===== src/rtl/minterm_lut_decoder_pkg.sv =====
// Shared definitions for the programmable sum-of-minterms unit.
//   dec_width(n) : decoder output width for n select inputs (2^n)
//   cnt_width(n) : serial-load bit counter width (n+1, so it can count to 2^n)
//   DEFAULT_MASK_N3 : a(~b) + ab(~c) + (~b)c for N=3 (minterms 1,4,5,6)
package minterm_lut_decoder_pkg;

  localparam int          N_MIN           = 1;
  localparam int          N_MAX           = 6;
  localparam logic [63:0] DEFAULT_MASK_N3 = 64'h72;

  function automatic int dec_width(input int n);
    return 1 << n;
  endfunction

  function automatic int cnt_width(input int n);
    return n + 1;
  endfunction

endpackage


===== src/rtl/minterm_lut_decoder_decoder_n.sv =====
// Combinational N-to-2^N one-hot decoder with enable.
//   en_i     : when low the output is all zeros
//   sel_i    : binary select, bit N-1 is the MSB
//   onehot_o : bit sel_i set when enabled
module decoder_n
  import minterm_lut_decoder_pkg::*;
#(
  parameter int  N = 3,
  localparam int W = dec_width(N)
) (
  input  logic         en_i,
  input  logic [N-1:0] sel_i,
  output logic [W-1:0] onehot_o
);

  always_comb begin
    onehot_o = '0;
    if (en_i) begin
      onehot_o = W'(1) << sel_i;
    end
  end

endmodule


===== src/rtl/minterm_lut_decoder.sv =====
// Pipelined, run-time programmable N-input Boolean function unit.
// Stage 1 registers a one-hot decode of sel_in together with a copy of the
// active mask; stage 2 OR-reduces decode & mask. The mask can be replaced in
// parallel (cfg_we/cfg_data) or shifted in serially, LSB first
// (cfg_shift_en/cfg_sdi); cfg_done pulses the cycle after a new mask lands.
// Ports:
//   clk, rst_n            : clock, asynchronous active-low reset
//   in_valid, sel_in      : input transaction
//   cfg_we, cfg_data      : parallel mask write (wins over a serial shift)
//   cfg_shift_en, cfg_sdi : serial mask load, one bit per cycle
//   dec_out, dec_valid    : stage-1 one-hot decode
//   y, y_valid            : stage-2 function result
//   cfg_done              : one-cycle pulse when a new mask becomes active
//   mask_out              : active mask readback
module minterm_lut_decoder
  import minterm_lut_decoder_pkg::*;
#(
  parameter int          N         = 3,
  parameter logic [63:0] INIT_MASK = DEFAULT_MASK_N3,
  localparam int         W         = dec_width(N)
) (
  input  logic         clk,
  input  logic         rst_n,
  input  logic         in_valid,
  input  logic [N-1:0] sel_in,
  input  logic         cfg_we,
  input  logic [W-1:0] cfg_data,
  input  logic         cfg_shift_en,
  input  logic         cfg_sdi,
  output logic [W-1:0] dec_out,
  output logic         dec_valid,
  output logic         y,
  output logic         y_valid,
  output logic         cfg_done,
  output logic [W-1:0] mask_out
);

  localparam int          CW         = cnt_width(N);
  localparam logic [W-1:0] MASK_RST  = INIT_MASK[W-1:0];
  localparam logic [CW-1:0] LAST_BIT = CW'(W - 1);

  // Configuration state
  logic [W-1:0]  mask_q,   mask_d;
  logic [W-1:0]  shadow_q, shadow_d;
  logic [CW-1:0] cnt_q,    cnt_d;
  logic          done_q,   done_d;
  logic [W-1:0]  shift_val;

  // Pipeline state
  logic [W-1:0] dec_p1_q,  dec_p1_d;
  logic         vld_p1_q,  vld_p1_d;
  logic [W-1:0] mask_p1_q;
  logic         y_p2_q,    y_p2_d;
  logic         vld_p2_q,  vld_p2_d;

  // Mask configuration: parallel write has priority and also abandons any
  // partially shifted serial load.
  always_comb begin
    mask_d    = mask_q;
    shadow_d  = shadow_q;
    cnt_d     = cnt_q;
    done_d    = 1'b0;
    shift_val = {cfg_sdi, shadow_q[W-1:1]};
    if (cfg_we) begin
      mask_d   = cfg_data;
      shadow_d = '0;
      cnt_d    = '0;
      done_d   = 1'b1;
    end else if (cfg_shift_en) begin
      shadow_d = shift_val;
      // The final bit commits together with the rest of the shadow.
      if (cnt_q == LAST_BIT) begin
        mask_d = shift_val;
        cnt_d  = '0;
        done_d = 1'b1;
      end else begin
        cnt_d = cnt_q + CW'(1);
      end
    end
  end

  always_ff @(posedge clk or negedge rst_n) begin
    if (!rst_n) begin
      mask_q   <= MASK_RST;
      shadow_q <= '0;
      cnt_q    <= '0;
      done_q   <= 1'b0;
    end else begin
      mask_q   <= mask_d;
      shadow_q <= shadow_d;
      cnt_q    <= cnt_d;
      done_q   <= done_d;
    end
  end

  // ---- stage 0 -> 1: decode and per-transaction mask snapshot ----
  decoder_n #(
    .N (N)
  ) u_dec (
    .en_i     (in_valid),
    .sel_i    (sel_in),
    .onehot_o (dec_p1_d)
  );

  assign vld_p1_d = in_valid;

  // The snapshot makes each transaction immune to later mask changes; it is
  // only meaningful while vld_p1_q is set, so it carries no reset.
  always_ff @(posedge clk) begin
    if (in_valid) begin
      mask_p1_q <= mask_q;
    end
  end

  // ---- stage 1 -> 2: OR-reduce decode against the snapshot ----
  assign y_p2_d   = vld_p1_q & (|(dec_p1_q & mask_p1_q));
  assign vld_p2_d = vld_p1_q;

  always_ff @(posedge clk or negedge rst_n) begin
    if (!rst_n) begin
      dec_p1_q <= '0;
      vld_p1_q <= 1'b0;
      y_p2_q   <= 1'b0;
      vld_p2_q <= 1'b0;
    end else begin
      dec_p1_q <= dec_p1_d;
      vld_p1_q <= vld_p1_d;
      y_p2_q   <= y_p2_d;
      vld_p2_q <= vld_p2_d;
    end
  end

  assign dec_out   = dec_p1_q;
  assign dec_valid = vld_p1_q;
  assign y         = y_p2_q;
  assign y_valid   = vld_p2_q;
  assign cfg_done  = done_q;
  assign mask_out  = mask_q;

endmodule


===== config.mk =====
export PLATFORM = sky130hd
export DESIGN_NAME = minterm_lut_decoder
export DESIGN_NICKNAME = d
export VERILOG_FILES = /design/src/rtl/minterm_lut_decoder_pkg.sv /design/src/rtl/minterm_lut_decoder_decoder_n.sv /design/src/rtl/minterm_lut_decoder.sv
export SDC_FILE = /design/constraint.sdc
export NUM_CORES = 1
export LEC_CHECK = 0
export ABC_AREA = 1
export ABC_CLOCK_PERIOD_IN_PS = 4000
export CORE_MARGIN = 2
export CORE_UTILIZATION = 52
export DETAILED_ROUTE_END_ITERATION = 8
export HOLD_SLACK_MARGIN = 0.02
export PLACE_DENSITY = 0.83
export SKIP_CTS_REPAIR_TIMING = 1
export SLEW_MARGIN = 20
export SYNTH_ARGS = -nofsm -noshare
export SYNTH_HDL_FRONTEND = slang
export SYNTH_HIERARCHICAL = 1
export SYNTH_SLANG_ARGS = --single-unit

===== constraint.sdc =====
create_clock -name clk -period 4 [get_ports clk]
set_clock_uncertainty 0.2 [all_clocks]
set_input_delay 0.8 -clock clk [delete_from_list [all_inputs] [get_ports clk]]
set_output_delay 0.8 -clock clk [all_outputs]
set_load 0.02 [all_outputs]

; ---- Word level (Yosys, flattened, before mapping)
; Index checks and enable logic that the tools add are counted.
[totals]
out_inout_bits = 20
inputBits = 17
reg_bits = 40
wordCells = 30
[classes]
bitwise_logic = 2
muxes = 12
reduce_logical = 4
n_shift = 1
n_eq_ne = 1
add_sub_neg = 1
[ops]
columns = op, n
row1 = 8-bit 2-to-1 mux, 6
row2 = 4-bit 2-to-1 mux, 3
row3 = 8-bit AND, 1
row4 = 8-bit OR reduction, 1
row5 = 1-bit by 3-bit << shifter with 8-bit output (first input constant), 1
row6 = 4-bit by 1-bit adder with 4-bit output (second input constant), 1
row7 = 4-bit by 3-bit equality test with 1-bit output (second input constant), 1
row8 = 2-bit nonzero test, 2
row9 = 1-bit 2-to-1 mux, 3
row10 = 2-bit AND reduction, 1
row11 = 1-bit AND, 1

; ---- Longest topological paths before layout
; Gate-level depths: netlist of run 1.
[logic_depth]
word_depth = 4
depth_mapped = 7
depth_no_buf = 7

; ---- By module
; The synthesis of run 1 kept the hierarchy.
[by_module_without_submodules]
columns = mod, cells_each, instances, area_per_inst_um2, seq_area_each_um2
row1 = minterm_lut_decoder, 148, 1, 1519.0, 1021.0
row2 = decoder_n, 17, 1, 63.8, 0.0

; ---- Worst setup path before layout of run 1
; No wires, ideal clock.
[synth_timing]
kind = input to register
from = input cfg_we
to = register mask_q[2], in the netlist mask_out[2]
t_arrival_ns = 1.285
setup_ns = 0.116
path_buffers = 2
required_time_ns = 3.684
setup_slack_ns = 2.398
cell_stages = 7
cell_sequence = buf_6 -> inv_6 -> buf_8 -> nand2_1 -> nand2_1 -> nand2_1 -> nand2_1
[synth_between]
elab_chain_cells = 2
elab_cells_between_ends = 4
cone_classes = mux (1) / reduce/logical (3)
[synth_lines]
columns = element, line
row1 = start: declaration, minterm_lut_decoder.sv:26  ; input logic cfg_we,
row2 = 2-bit nonzero test (no line), -
row3 = 2-bit AND reduction (no line), -
row4 = end signal: assignment, minterm_lut_decoder.sv:89  ; mask_q <= mask_d;
row5 = end: declaration, minterm_lut_decoder.sv:43  ; logic [W-1:0] mask_q, mask_d;
; Several ways; a longest one is shown, not always the timed one.
; A chain may end at the register's enable or synchronous reset.

; ---- Worst setup path after layout of run 1
[layout_timing]
from = register mask_q[1], in the netlist mask_out[1]
to = output mask_out[1]
[layout_rtl]
columns = element, line
row1 = end: declaration, minterm_lut_decoder.sv:35  ; output logic [W-1:0] mask_out
; No word-level cell between the ends.

==> run summary, run 1 <==
routed length per instance: 12.7 um
Worst Tran Pin Value: 477 ps
syn_area_per_cell: 9.59 um^2
Clock Tree Root: clkbuf_4
Initial Util: 53.2%
Clock Tree Buf Depth: 2
critical-path cell list: clkdlybuf4s50_1
post-synth top area share: 42.7%
Layout area overhead: 28.9%
DR iter-0 viols: 67
RSZ-0062 raised after global routing: false
CP arrival: 1520 ps
Startpoint Class: flop
critical path's slowest cell: clkdlybuf4s50_1
H-Tree Depth: 2
Post-DP HPWL: 2320 um
drt pass-1 iters: 4
worst r2r src: cnt_q[0]
Synth cell types: 20
first-pass GRT wire length: 5000 um
Crit path max-delay family: buffers and inverters
clock tree from TritonCTS: yes
antenna-violating nets left: 0
largest net degree at the start of global routing: 32
synthesized area: 1580 um^2
DIE HEIGHT: 59.2 um
Crit. End Element: output pin
clk_lat worst skew: 340 ps
LEAKAGE: 0.983 nW
core area: 2980 um^2
antenna cells: 0
Final Max Tran Viols: 0
TNS Setup: 0 ps
Final Hold Vio Count: 0
number of max-cap violations: 0
cts bufs inserted: 5
register area share after synthesis: 64.5%
Total Routing Usage GR: 19.6%
worst path bufs/invs: 1
Fillers: 237
vias: 1209
Die Footprint: 3500 um^2
Yosys top cell by area: dfrtp_1
final cycle utilization of the critical path: 63.1%
setup violators final: 0
min-delay src: dec_valid
min Tclk post-route: 2520 ps
port bufs: 36
Placement Rows: 20
Critical Path Start: mask_out[1]
most common cell after layout, fill and taps aside: nand2_1
I/O pin cnt: 37
GP Congestion: 0.855
Rel. slew slack: 68.1%
layout cell share with drive strength beyond 1: 8.70%
Worst Path Required: 3000 ps
most frequent cells in the layout: 82 x nand2_1, 36 x clkdlybuf4s50_1, 27 x dfrtp_1, 10 x nor2_1
f_max: 396 MHz
worst setup path category: flop to output pin
status: completed
maximum VDD drop: 0.214 mV
yosys warns: 6
Synth Instances: 165
initial antenna violation count: 0
Layout Utilization: 68.5%
final net count: 224
crit-path max cell delay: 600 ps
Mapped Nets: 183
GR Overflow Total: 0
DR DRC count: 0
dominant cells by area after synthesis: dfrtp_1 43%, nand2_1 19%, edfxtp_1 15%, dfstp_2 6.6%, nor2_1 2.4%
die width: 59.2 um
vias in the first global route: 1135
Worst Path Max Fanout: 3
flop and latch count out of synthesis: 39
clk sinks: 39
PwrDens: 406 nW/um^2
Tightest Hold Check Type: flop to flop
Clock transition at path regs: 120 ps
Routed WL: 3050 um
Vias/cell: 5.04
[layer usage]
| metal | GRT usage, % | part of all wire [%] | wire length [um] |
|---|---|---|---|
| met5 | 0 | 0 | 0 |
| met4 | 4.87 | 0.88 | 27 |
| met3 | 5.46 | 6.0 | 183 |
| met2 | 33.2 | 50 | 1530 |
| met1 | 25.0 | 43 | 1310 |
[registers in the layout, summed over array words and instances (netlist names)]
| name | count |
|---|---|
| cfg_done | 1 |
| cnt_q | 4 |
| dec_out | 8 |
| dec_valid | 1 |
| mask_out | 8 |
| mask_p1_q | 8 |
| shadow_q | 7 |
| y | 1 |
| y_valid | 1 |
[area by class of cell]
class | instances | area [um^2] | share of cell area [%]
Clock buffer | 6 | 51.3 | 2.51
Clock inverter | 2 | 35.0 | 1.72
Inverter | 9 | 38.8 | 1.90
Multi-Input combinational cell | 114 | 485 | 23.8
Sequential cell | 39 | 1020 | 50.0
Tap cell | 33 | 41.3 | 2.02
Timing Repair Buffer | 37 | 368 | 18.0
[power breakdown]
group | internal (W) | switching, W | leakage [nW] | total, W
Combinational | 0.0000482 | 0.0000578 | 0.452 | 0.000106
Sequential | 0.000435 | 0.0000149 | 0.483 | 0.000449
Clock | 0.000148 | 0.000126 | 0.0482 | 0.000274
[cell usage after synthesis]
cell      number
o21ai_0        3
nor2_1        10
nand2_2        1
nand3_1        4
o21ai_1        7
edfxtp_1       8
dfrtp_1       27
nand3_2        1
dfstp_2        4
inv_6          1
a21oi_1        1
inv_1          8
a21boi_0       1
ha_1           1
buf_8          1
nand4_1        1
nor2_4         1
buf_6          2
nand2_1       82
nand2_4        1
[kinds of logic after synthesis]
kind of cell	count (synthesis)	share of synthesized area (%)
AO/OA/AOI/OAI	12	3.95
buffers and inverters	12	4.82
flip-flops	39	64.5
AND/OR/NAND/NOR	101	25.9
adder cells (fa/ha/maj)	1	0.790
[path summary, 6_finish.rpt]
check	to	slack [ps]	depth (start not counted)
max in group asynchronous	mask_out[5]	2640	2
worst max register to register	mask_out[5]	2580	6
worst min-delay path	y_valid	210	0
worst min register to register	y_valid	210	0
worst max-delay path	mask_out[1]	1480	1
min in group asynchronous	cnt_q[3]	640	2
[through the flow]
| step | setup WS (ps) | hold slack, ps | cells | area, um^2 | power (W) |
|---|---|---|---|---|---|
| 6_report | 1480 | 212 | 240 | 2040 | 0.000829 |
| 5_1_grt | 1440 | 244 | 240 | 2040 | 0.000866 |
| 4_1_cts | 1470 | 217 | 240 | 2040 | 0.000835 |
| 3_5_place_dp | 1580 | 191 | 232 | 1950 | 0.000564 |
| 3_3_place_gp | 1650 | 187 | 232 | 1950 | 0.000560 |
| 2_1_floorplan | 2400 | 259 | 165 | 1580 | 0.000504 |
Note: power is estimated with default switching activity, not from simulation.
==> run 2: changes to the inputs <==
ABC_CLOCK_PERIOD_IN_PS = 2350   (was 4000)
CORE_UTILIZATION = 48   (was 52)
PLACE_DENSITY = 0.77   (was 0.83)
clock period = 2.35 ns   (was 4 ns; I/O delays follow)
==> run 2 against run 1 <==
- final cell count grew 4.6%
- clock-buffer cell count unchanged
- clock power increased by 70%
- die area up 7.8%
- global-route usage decreased by 1.5 points
- worst setup slack worse by 1300 ps
- design area up 0.67%
- critical path depth is the same
- critical endpoint unchanged
==> run summary, run 2 (synthesized netlist as in run 1, its figures left out) <==
clock tree from TritonCTS: yes
met1 usage: 20.8% (-4.1 points)
FF+latch area: 1020 um^2 (unchanged)
vias in the first global route: 1187 (+4.6%)
Worst Path Required: 1680 ps (-1320 ps)
Total Routing Usage GR: 18.1% (-1.5 points)
Worst Setup EP: mask_out[1]
clk_lat worst skew: 340 ps (about the same)
first-pass GRT wire length: 4910 um (-1.7%)
number of max-cap violations: 0 (unchanged)
final net count: 224 (unchanged)
H-Tree Depth: 2 (unchanged)
min Tclk post-route: 2190 ps
DIE HEIGHT: 61.4 um (+3.8%)
critical path's slowest cell: clkdlybuf4s50_1
Post-DP HPWL: 2250 um (-3.3%)
antenna cells: 0 (unchanged)
hold_ws: 216 ps (+3.76 ps)
Initial Util: 51.0% (-2.1 points)
DR iter-0 viols: 66 (-1.5%)
most frequent cells in the layout: 82 x nand2_1, 36 x clkdlybuf4s50_1, 27 x dfrtp_1, 10 x nor2_1
I/O pin cnt: 37 (unchanged)
critical-path cell list: clkdlybuf4s50_1
RSZ-0062 raised after global routing: false
R2R setup slack: 920 ps (-1660 ps)
met3 Usage GRT: 6.72% (+1.3 points)
Final Max Tran Viols: 0 (unchanged)
worst r2r src: cnt_q[0]
crit-path max cell delay: 600 ps (about the same)
Clock Tree Root: clkbuf_4
Crit. End Element: output pin
Critical Path Start: mask_out[1]
Final Hold Vio Count: 0 (unchanged)
Worst Tran Pin Value: 494 ps (+17.2 ps)
routed length per instance: 12.1 um (-4.9%)
Placement Rows: 20 (unchanged)
layout cell share with drive strength beyond 1: 8.70% (unchanged)
TNS Setup: 0 ps (unchanged)
cts bufs inserted: 5 (unchanged)
Clock Tree Buf Depth: 2 (unchanged)
Final Cell Area: 2050 um^2 (+0.67%)
largest net degree at the start of global routing: 32 (unchanged)
final cycle utilization of the critical path: 93.1%
Routed WL: 3030 um (-0.56%)
LEAKAGE: 0.983 nW (unchanged)
PwrDens: 687 nW/um^2 (+69%)
status: completed
met2 usage: 30.7% (-2.5 points)
Clock transition at path regs: 110 ps (about the same)
setup violators final: 0 (unchanged)
Vias/cell: 4.76 (-5.4%)
Rel. slew slack: 66.9% (-1.1 points)
GP Congestion: 0.808 (-5.5%)
antenna-violating nets left: 0 (unchanged)
FF-to-FF path depth: 6 (unchanged)
Post-DP Area: 1970 um^2 (+0.70%)
most common cell after layout, fill and taps aside: nand2_1
Layout area overhead: 29.8%
maximum VDD drop: 0.415 mV (+94%)
initial antenna violation count: 0 (unchanged)
Fillers: 269 (+14%)
Die Footprint: 3770 um^2 (+7.8%)
Tightest Hold Check Type: flop to flop
port bufs: 36 (unchanged)
f_max: 457 MHz
CP arrival: 1520 ps (about the same)
core area: 3100 um^2 (+4.2%)
Most Crowded Layer GR: met2
worst r2r dst: mask_out[6]
GR Overflow Total: 0 (unchanged)
clk sinks: 39 (unchanged)
DR DRC count: 0 (unchanged)
Multi-input gate area: 485 um^2 (unchanged)
Critical Path Stages: 1 (unchanged)
worst setup path category: flop to output pin
Worst Path Max Fanout: 3 (unchanged)
Crit path max-delay family: buffers and inverters
Startpoint Class: flop
die width: 61.4 um (+3.8%)
vias: 1196 (-1.1%)
drt pass-1 iters: 4 (unchanged)
worst path bufs/invs: 1 (unchanged)
## run 2: cell counts in the layout (fill, tap and decap cells not counted)
Identical to the previous run, type by type.
## run 2: worst min path at each step
stage / startpoint / end / slack [ps] / cells past startpoint
finish: dec_valid / y_valid / 220 / 0
global route: dec_valid / y_valid / 240 / 0
CTS: dec_valid / y_valid / 220 / 0
detailed placement: dec_valid / y_valid / 200 / 0
global placement: dec_valid / y_valid / 190 / 0
floorplan: rst_n / cfg_done / -30 / 0
## run 2: power by group
part	total, W	switching (W)	internal (W)	leakage (nW)
registers	0.000765	0.0000251	0.000740	0.483
logic	0.000180	0.0000982	0.0000820	0.452
clock network	0.000466	0.000215	0.000251	0.0482
total	0.00141	0.000338	0.00107	0.983
## run 2: layout make-up
type / count / area share (%)
clock buffers: 6 / 2.50
clock inverters: 2 / 1.71
inverters: 9 / 1.89
multi-input cells: 114 / 23.6
flip-flops and latches: 39 / 49.7
well taps: 44 / 2.68
repair buffers: 37 / 17.9
## run 2: through the flow
step / cells / setup slack [ps] / power (W) / utilization (%)
finish: 251 / 163 / 0.00141 / 66.2
global route: 251 / 123 / 0.00147 / 66.2
CTS: 251 / 147 / 0.00142 / 66.2
detailed placement: 243 / 223 / 0.000960 / 63.4
global placement: 243 / 308 / 0.000954 / 63.4
floorplan: 165 / 1080 / 0.000858 / -
## run 2: metal layers
| layer | part of all wire [%] | vias to the layer above |
|---|---|---|
| met2 | 50 | 37 |
| li1 | - | 600 |
| met5 | 0 | - |
| met4 | 1.3 | 0 |
| met3 | 5.9 | 6 |
| met1 | 43 | 553 |
==> run 3: changes to the inputs <==
CORE_UTILIZATION = 35   (was 48)
GPL_TIMING_DRIVEN = 0   (was default)
PLACE_DENSITY = default   (was 0.77)
==> run 3 against run 2 <==
- highest routed layer unchanged
- flip-flop and latch count did not move
- sequential share of layout area is 1.7 points lower
- wire length up 1.5%
==> run summary, run 3 (synthesized netlist as in run 1, its figures left out) <==
crit-path max cell delay: 600 ps (about the same)
most frequent cells in the layout: 82 x nand2_1, 34 x clkdlybuf4s50_1, 27 x dfrtp_1, 10 x nor2_1
hold_ws: 27.4 ps (-188 ps)
Worst Setup EP: mask_out[5]
CP arrival: 1430 ps (-90 ps)
Placement Rows: 24 (+20%)
critical path's slowest cell: clkdlybuf4s50_1
f_max: 476 MHz (+4.0%)
Power Internal: 0.00125 W (+16%)
dpl ws: 463 ps (+240 ps)
antenna-violating nets left: 0 (unchanged)
critical-path cell list: clkdlybuf4s50_1
final cycle utilization of the critical path: 89.5% (-3.6 points)
largest net degree at the start of global routing: 32 (unchanged)
R2R setup slack: 980 ps (+60 ps)
number of max-cap violations: 0 (unchanged)
Vias/cell: 4.46 (-6.4%)
Layout area overhead: 34.3%
initial antenna violation count: 0 (unchanged)
maximum VDD drop: 0.315 mV (-24%)
vias: 1160 (-3.0%)
Crit path max-delay family: buffers and inverters
Clock Tree Buf Depth: 2 (unchanged)
drt pass-1 iters: 4 (unchanged)
Worst Tran Pin Value: 685 ps (+190 ps)
status: completed
PwrDens: 749 nW/um^2 (+9.1%)
setup violators final: 0 (unchanged)
TNS Setup: 0 ps (unchanged)
Critical Path Start: mask_out[5]
Post-DP HPWL: 2250 um (+0.28%)
sw frac: 21.6% (-2.4 points)
clk_lat worst skew: 280 ps (-60 ps)
min Tclk post-route: 2100 ps (-84.8 ps)
cts bufs inserted: 5 (unchanged)
LEAKAGE: 1.01 nW (+2.9%)
Critical Path Stages: 1 (unchanged)
RSZ-0062 raised after global routing: false
Die Footprint: 5080 um^2 (+35%)
Clock transition at path regs: 70 ps (-40 ps)
first-pass GRT wire length: 5130 um (+4.5%)
Routed WL: 3080 um (+1.5%)
sequential share of power: 47.9% (-6.3 points)
Startpoint Class: flop
worst r2r dst: mask_out[7]
port bufs: 35 (-2.8%)
Worst Path Max Fanout: 3 (unchanged)
final net count: 225 (+0.45%)
worst setup path category: flop to output pin
I/O pin cnt: 37 (unchanged)
NetSw: 0.000344 W (+1.7%)
Rel. slew slack: 54.3% (-13 points)
Tightest Hold Check Type: primary input to async pin
Total Routing Usage GR: 13.0% (-5.1 points)
H-Tree Depth: 2 (unchanged)
Gate power share: 11.5% (-1.3 points)
antenna cells: 0 (unchanged)
die width: 71.2 um (+16%)
Final Hold Vio Count: 0 (unchanged)
routed length per instance: 11.8 um (-2.0%)
layout cell share with drive strength beyond 1: 9.62% (+0.92 points)
GR Overflow Total: 0 (unchanged)
Clk pwr share: 40.6% (+7.6 points)
core area: 4350 um^2 (+40%)
vias in the first global route: 1076 (-9.4%)
Final Max Tran Viols: 0 (unchanged)
Initial Util: 36.4% (-15 points)
clk sinks: 39 (unchanged)
DR iter-0 viols: 75 (+14%)
FF-to-FF path depth: 7 (+1)
clock tree from TritonCTS: yes
DIE HEIGHT: 71.2 um (+16%)
Crit. End Element: output pin
Worst Path Required: 1680 ps (about the same)
GP Congestion: 0.812 (+0.50%)
Final WS setup: 247 ps (+84.8 ps)
Clock Tree Root: clkbuf_8
worst path bufs/invs: 1 (unchanged)
Overall Power: 0.00159 W (+13%)
worst r2r src: cnt_q[0]
most common cell after layout, fill and taps aside: nand2_1
DR DRC count: 0 (unchanged)
-- run 3: worst min path at each step --
stage	from	endpoint	depth (start not counted)
6_report	rst_n	cfg_done	1
5_1_grt	rst_n	cfg_done	1
4_1_cts	rst_n	cfg_done	1
3_5_place_dp	dec_valid	y_valid	0
3_3_place_gp	dec_valid	y_valid	0
2_1_floorplan	rst_n	cfg_done	0
-- run 3: layout make-up --
class	instances	area [um^2]
Multi-Input combinational cell	114	485
Inverter	9	38.8
Tap cell	52	65.1
Timing Repair Buffer	35	345
Clock inverter	2	60.1
Buffer	3	37.5
Fill cell	432	2230
Sequential cell	39	1020
Clock buffer	6	72.6
-- run 3: per-layer routing --
| metal | vias to the layer above | global-route usage, % | share of wire, % |
|---|---|---|---|
| met2 | 35 | 21.0 | 48 |
| met3 | 4 | 3.38 | 5.6 |
| met4 | 0 | 3.77 | 1.1 |
| met5 | - | 0 | 0 |
| met1 | 520 | 17.5 | 46 |
| li1 | 601 | - | - |
-- run 3: stage by stage --
step	utilization (%)	instances	area, um^2
after global placement	45.9	252	2000
final	48.8	260	2130
after floorplan	-	165	1580
after global routing	48.8	260	2130
after detailed placement	45.8	252	1990
after CTS	48.8	260	2130
-- run 3: power by group through the flow --
stage	logic [W]	clock network (W)	registers (W)
finish	0.000183	0.000646	0.000763
global route	0.000202	0.000683	0.000768
CTS	0.000186	0.000657	0.000764
detailed placement	0.000186	0	0.000777
global placement	0.000185	0	0.000776
floorplan	0.0000573	0	0.000800
